<file path="src/rtl/pb_click_dec.sv">
// Push-button click gesture decoder: groups debounced release pulses into
// single, double and triple clicks using an inter-click gap on the 1 ms tick.
module pb_click_dec #(
  parameter int GAP_MS = 300,
  parameter int CNT_W  = 9
) (
  input  logic SYS_CLK,
  input  logic SYS_RST,
  input  logic MS_F,
  input  logic KEY_P,
  output logic SINGLE_P,
  output logic DOUBLE_P,
  output logic TRIPLE_P,
  output logic BUSY
);

  localparam logic [1:0] IDLE = 2'd0;
  localparam logic [1:0] ONE  = 2'd1;
  localparam logic [1:0] TWO  = 2'd2;

  localparam logic [CNT_W-1:0] GAP = CNT_W'(GAP_MS);

  logic [1:0]       state;
  logic [CNT_W-1:0] gap_cnt;
  logic             gap_done;

  // Compare happens before increment, so gap_cnt saturates at GAP.
  assign gap_done = (gap_cnt == GAP);
  assign BUSY     = (state != IDLE);

  always_ff @(posedge SYS_CLK or posedge SYS_RST) begin
    if (SYS_RST) begin
      state    <= IDLE;
      gap_cnt  <= '0;
      SINGLE_P <= 1'b0;
      DOUBLE_P <= 1'b0;
      TRIPLE_P <= 1'b0;
    end else begin
      SINGLE_P <= 1'b0;
      DOUBLE_P <= 1'b0;
      TRIPLE_P <= 1'b0;
      case (state)
        IDLE: begin
          gap_cnt <= '0;
          if (KEY_P) begin
            state <= ONE;
          end
        end
        ONE: begin
          if (KEY_P) begin
            state   <= TWO;
            gap_cnt <= '0;
          end else if (gap_done) begin
            SINGLE_P <= 1'b1;
            state    <= IDLE;
            gap_cnt  <= '0;
          end else if (MS_F) begin
            gap_cnt <= gap_cnt + 1'b1;
          end
        end
        TWO: begin
          // A third click closes the group at once.
          if (KEY_P) begin
            TRIPLE_P <= 1'b1;
            state    <= IDLE;
            gap_cnt  <= '0;
          end else if (gap_done) begin
            DOUBLE_P <= 1'b1;
            state    <= IDLE;
            gap_cnt  <= '0;
          end else if (MS_F) begin
            gap_cnt <= gap_cnt + 1'b1;
          end
        end
        default: begin
          state   <= IDLE;
          gap_cnt <= '0;
        end
      endcase
    end
  end

endmodule

</file>
<file path="config.mk">
export PLATFORM = sky130hd
export DESIGN_NAME = pb_click_dec
export DESIGN_NICKNAME = d
export VERILOG_FILES = /design/src/rtl/pb_click_dec.sv
export SDC_FILE = /design/constraint.sdc
export NUM_CORES = 1
export LEC_CHECK = 0
export CORE_UTILIZATION = 49
export CTS_BUF_LIST = sky130_fd_sc_hd__clkbuf_16
export CTS_CLUSTER_DIAMETER = 50
export DETAILED_ROUTE_END_ITERATION = 12
export GPL_ROUTABILITY_DRIVEN = 1
export PLACE_DENSITY = 0.73
export SETUP_SLACK_MARGIN = 0.2
export SLEW_MARGIN = 20
export SYNTH_ARGS = -nofsm -noshare
export SYNTH_HDL_FRONTEND = slang
export SYNTH_SLANG_ARGS = --single-unit
</file>
<file path="constraint.sdc">
create_clock -name SYS_CLK -period 1.4 [get_ports SYS_CLK]
set_input_delay 0.21 -clock SYS_CLK [delete_from_list [all_inputs] [get_ports SYS_CLK]]
set_output_delay 0.21 -clock SYS_CLK [all_outputs]
set_load 0.005 [all_outputs]
</file>
==> results.toml, run 1 <==
[outcome]
status = "complete, but fails checks"
violations = "setup timing"

[yosys]
synth_area_um2 = 769
synth_top_cell_area_share = 0.455
yosys_warnings = 0
async_flop_share = 1.00
yosysSeqAreaShare = 0.455
syn_inst = 80
synth.area.top_cells = "dfrtp_1 46%, ha_1 9.8%, nor2_1 4.4%"
avgSynthCellArea_um2 = 9.62
syn_nets = 90
synth_edf_count = 0
ys_ff_latch = 14
yosysUniqueCellTypes = 25
synthFlopType = "dfrtp_1"
yosysTopAreaCell = "dfrtp_1"

[placed_design]
port_buffers = 7
place_hpwl_um = 1140
pre_cts_ws_ns = -0.0511
dpl.cell_count = 112
routabilityCongestion = 0.831

[worst_setup_path]
critPathBufInv = 3
reg2reg_to = "state[0]$_DFFE_PP0P_"
cp_max_fo = 3
worstPathArrival_ns = 1.56
crit_slowest_cell = "dfrtp_1"
critPathTopFamily = "flip-flops"
ff2ff_setup_slack_ns = -0.03
reg2reg_from = "state[0]$_DFFE_PP0P_"
critPathMaxStageDelay_ns = 0.39
critPathRequiredTime_ns = 1.53
worstSetupPathType = "register to register"
endpoint_kind = "register"
cp-start-kind = "register"
r2r.worst_path.cells = 6
critPathMostFrequentCell = "buf_4"
cp_cell_sequence = "buf_4 -> buf_4 -> ha_2 -> inv_1 -> o211ai_1 -> o32ai_1"

[die]
die_x_um = 41.6
core_area_um2 = 1380
die_h_um = 41.6
start_util = 0.557
io_pins = 8
die_area_um2 = 1730
rows = 13

[clock_tree]
clk_latency_ns = 0.24
cts_tree = "done"
clkSlewWorstSetupHoldPaths_ns = 0.04
h-tree-depth = 1
cts.sinks = 14
max-clock-path-buffers = 2
cts_root_buf = "clkbuf_16"
hold_buffers = 0
cts_buffers = 3

[route]
detail_route.wirelength_um = 1830
drc = 0
drt_iter0_markers = 16
vias = 647
firstDrtPassIters = 4
vias_per_cell = 5.44
final_antenna_net_count = 0
wl_per_cell_um = 15.4

[timing]
tightest_slew_ns = 0.261
setup_ws_ns = -0.0273
fmax_mhz = 701
rsz0062_at_grt = "true"
min_period_ns = 1.43
skew_ns = 0.00308
hold_violations = 0
slew_viol_final = 0
min_period_over_period = 1.02
slew_headroom = 0.826
finalHoldWorstSlack_ns = 0.271
setup_viol = 2

[power]
p_per_area_nw_per_um2 = 1420
leakage_uw = 0.000495
ir_drop_v = 0.000970
p_total_uw = 1600

[finish]
final_cell_count_no_fill = 119
area_delta_synth_final_pct = 47.3
postLayoutCoreUtil = 0.820
final_layout_size_suffix_gt1_frac = 0.375
fillers = 74
insertedDiodeCount = 0
final_nets = 116

[worst_hold_path]
hold_path.class = "primary input to async pin"

[global_route]
grt_pass1_vias = 599
grt_pass1_wl_um = 2870
grt_usage = 0.230
grt_max_degree = 15
overflow = 0
antenna_found_initial = 0

[job]
drv_cap = 0
metrics by stage:
step	setup TNS, ns	area [um2]
after detailed placement	-0.141	940
after global placement	0	940
after global routing	-0.313	1130
after CTS	-0.00812	1100
final	-0.0486	1130
after floorplan	0	772
kinds of logic (layout without fill, tap and decap cells):
logic type,count (synthesis),in the layout,share of synthesized area
flip-flops,14,14,0.455
AO/OA/AOI/OAI,10,10,0.0764
multiplexers,2,2,0.0260
buffers and inverters,9,33,0.0439
AND/OR/NAND/NOR,33,33,0.233
adder cells (fa/ha/maj),6,6,0.0976
XOR/XNOR,6,6,0.0683
registers in the layout (all words and copies together) (netlist names):
name,count
gap_cnt,9
state,2
DOUBLE_P,1
TRIPLE_P,1
SINGLE_P,1
how the worst max path moves through the flow:
stage	start	to	slack, ns	cells past startpoint
global placement	MS_F	gap_cnt[7]$_DFFE_PP0P_	0.01	5
global route	state[0]$_DFFE_PP0P_	state[0]$_DFFE_PP0P_	-0.08	6
CTS	gap_cnt[1]$_DFFE_PP0P_	state[0]$_DFFE_PP0P_	-0.008	6
floorplan	gap_cnt[0]$_DFFE_PP0P_	state[0]$_DFFE_PP0P_	0.1	6
detailed placement	MS_F	gap_cnt[7]$_DFFE_PP0P_	-0.05	5
finish	state[0]$_DFFE_PP0P_	state[0]$_DFFE_PP0P_	-0.03	6
final cells by class:
class / count / area, um2 / share of cell area
multi-input combinational: 57 / 479 / 0.423
inverter: 8 / 30.0 / 0.0265
timing repair buffer: 22 / 178 / 0.157
sequential: 14 / 353 / 0.311
clock buffer: 3 / 75.1 / 0.0662
tap: 15 / 18.8 / 0.0166
where the power goes:
part           switching (uW)  internal [uW]  leakage [uW]  total [uW]
clock                     153            373     0.0000370         526
combinational             311            292      0.000270         603
sequential               26.1            449      0.000189         476
per-layer routing:
layer / share of wire / global-route usage
met3: 0.046 / 0.0565
met2: 0.48 / 0.344
met5: 0 / 0
met4: 0.022 / 0.116
met1: 0.45 / 0.310
synth_stat cells (2+ instances only):
cell type / n
o21ai_0: 3
xor2_1: 3
ha_1: 6
inv_1: 8
xnor2_1: 3
o211ai_1: 2
nand2_1: 7
a21oi_1: 4
nand4_1: 2
nor2b_1: 3
dfrtp_1: 14
mux2i_1: 2
nor2_1: 9
nand3_1: 3
worst reg2reg max path: cells and delay by family, from the launching register on:
family	cells	cell delay, ns
compound gates	2	0.39
buf+inv	3	0.37
flops	1	0.39
fa+ha+maj	1	0.18
cells in the final DEF, fill, tap and decap left out, types with 2 or more instances in the layout:
cell type,n
dfrtp_1,12
ha_1,2
nand3_1,2
dlygate4sd2_1,3
nand4_1,2
inv_1,5
ha_2,2
a21oi_2,2
clkdlybuf4s50_1,3
a21oi_1,2
nor2b_1,2
inv_2,3
nor3_2,2
o21ai_0,3
nor2_1,9
buf_4,14
ha_4,2
mux2i_1,2
xnor2_1,3
clkbuf_16,3
xor2_1,3
o211ai_1,2
nand2_1,6
dfrtp_2,2
repair_timing:
item                                    CTS  global route
pin swaps                                10             3
hold endpoints to repair                  0             0
buffers inserted                          3             1
endpoints found under the setup margin   17            14
resized for setup                        25             5
(Power assumes the default switching activity.)
==> run 2: changes to the inputs <==
ABC_CLOCK_PERIOD_IN_PS = 1400   (was unset)
GPL_TIMING_DRIVEN = 0   (was unset)
==> results.toml, run 2 (synthesized netlist as in run 1, its figures left out) <==
[clock_tree]
clk_latency_ns = 0.24
h-tree-depth = 1
clkSlewWorstSetupHoldPaths_ns = 0.05
cts.sinks = 14
cts_root_buf = "clkbuf_16"
cts_tree = "done"
max-clock-path-buffers = 2
cts_buffers = 3

[worst_setup_path]
cp-start-kind = "register"
critPathTopFamily = "flip-flops"
ff2ff_setup_slack_ns = -0.04
reg2reg_from = "gap_cnt[0]$_DFFE_PP0P_"
worstPathArrival_ns = 1.54
reg2reg_to = "state[0]$_DFFE_PP0P_"
r2r.worst_path.cells = 6
endpoint_kind = "register"
critPathRequiredTime_ns = 1.50
critPathBufInv = 1
worstSetupPathType = "register to register"
crit_slowest_cell = "dfrtp_1"
critPathMaxStageDelay_ns = 0.39
cp_cell_sequence = "inv_1 -> ha_2 -> and4bb_1 -> nand4_4 -> o211ai_1 -> o32ai_1"
cp_max_fo = 5

[finish]
top_regs = "gap_cnt x9, state x2"
postLayoutCoreUtil = 0.776
fillers = 75
largest_reg_flops = 9
final_cell_count_no_fill = 113
layout_commonest_cell = "dfrtp_1"
area_delta_synth_final_pct = 39.3
multiInputGateArea_um2 = 475
max_flop_register = "gap_cnt"
final_layout_size_suffix_gt1_frac = 0.276
layout.area.seq_um2 = 352
final_nets = 109
insertedDiodeCount = 0
most-common-layout-cells = "13 x dfrtp_1, 9 x nor2_1, 7 x buf_4, 6 x nand2_1, 5 x inv_1"

[route]
wl_per_cell_um = 18.4
final_antenna_net_count = 0
drc = 0
vias_per_cell = 5.98
detail_route.wirelength_um = 2080
vias = 676
firstDrtPassIters = 5
drt_iter0_markers = 22

[global_route]
overflow = 0
grt_usage = 0.233
grt_max_degree = 15
grt_pass1_vias = 673
grt_pass1_wl_um = 2990
antenna_found_initial = 0

[placed_design]
place_hpwl_um = 1080
pre_cts_ws_ns = -0.197
dpl.cell_count = 101
port_buffers = 6
routabilityCongestion = 0.816

[die]
core_area_um2 = 1380
die_x_um = 41.6
die_area_um2 = 1730
start_util = 0.557
die_h_um = 41.6
rows = 13
io_pins = 8

[timing]
setup_viol = 5
min_period_ns = 1.44
fin_setup_tns_ns = -0.159
skew_ns = 0.00195
slew_viol_final = 0
hold_violations = 0
setup_ws_ns = -0.0412
min_period_over_period = 1.03
rsz0062_at_grt = "true"
fmax_mhz = 694
slew_headroom = 0.634
tightest_slew_ns = 0.549

[worst_hold_path]
hold_path.class = "primary input to async pin"

[power]
ir_drop_v = 0.000964
leakage_uw = 0.000477
p_per_area_nw_per_um2 = 1470
p_total_uw = 1580

[outcome]
violations = "setup timing"
status = "complete, but fails checks"

[job]
drv_cap = 0
[run 2: stage by stage]
step           hold WS [ns]  area [um2]
4_1_cts               0.324        1020
3_5_place_dp          0.572         851
3_3_place_gp          0.561         851
6_report              0.313        1070
5_1_grt               0.368        1070
2_1_floorplan        0.0992         772
[run 2: worst reg2reg max path, stage by stage (launching register included)]
cell,delay (ns)
dfrtp_1,0.39
inv_1,0.07
ha_2,0.19
and4bb_1,0.26
nand4_4,0.13
o211ai_1,0.16
o32ai_1,0.11
[run 2: repair_timing]
action / 4_1_cts / 5_1_grt
hold buffers: 0 / 0
hold endpoints to repair: 0 / 0
pin swaps: 6 / 6
gates resized for setup: 22 / 6
endpoints found under the setup margin: 17 / 14
setup buffers: 6 / 2
[run 2: per-layer routing]
| metal | share of wire | up-vias | global-route usage |
|---|---|---|---|
| met5 | 0 | - | 0 |
| li1 | - | 305 | - |
| met1 | 0.40 | 331 | 0.258 |
| met2 | 0.52 | 30 | 0.394 |
| met4 | 0.028 | 0 | 0.148 |
| met3 | 0.051 | 10 | 0.0565 |
[run 2: worst max-delay path by stage]
stage,startpoint,end,slack (ns),cells after the start
after floorplan,gap_cnt[0]$_DFFE_PP0P_,state[0]$_DFFE_PP0P_,0.1,6
final,gap_cnt[0]$_DFFE_PP0P_,state[0]$_DFFE_PP0P_,-0.04,6
after global routing,state[0]$_DFFE_PP0P_,state[1]$_DFFE_PP0P_,-0.07,6
after detailed placement,MS_F,gap_cnt[7]$_DFFE_PP0P_,-0.20,5
after global placement,MS_F,gap_cnt[7]$_DFFE_PP0P_,-0.18,5
after CTS,gap_cnt[0]$_DFFE_PP0P_,state[0]$_DFFE_PP0P_,-0.02,6
[run 2: power by group]
group | leakage (uW) | total, uW | switching (uW) | internal (uW)
Sequential | 0.000190 | 478 | 28.6 | 449
Combinational | 0.000249 | 556 | 306 | 249
Clock | 0.0000385 | 548 | 170 | 378
Total | 0.000477 | 1580 | 505 | 1080
[run 2: layout make-up]
class	count	share of cell area
Multi-Input combinational cell	57	0.443
Sequential cell	14	0.328
Timing Repair Buffer	14	0.106
Clock buffer	3	0.0700
Inverter	8	0.0280
Tap cell	15	0.0175
Clock inverter	1	0.00350
Buffer	1	0.00350
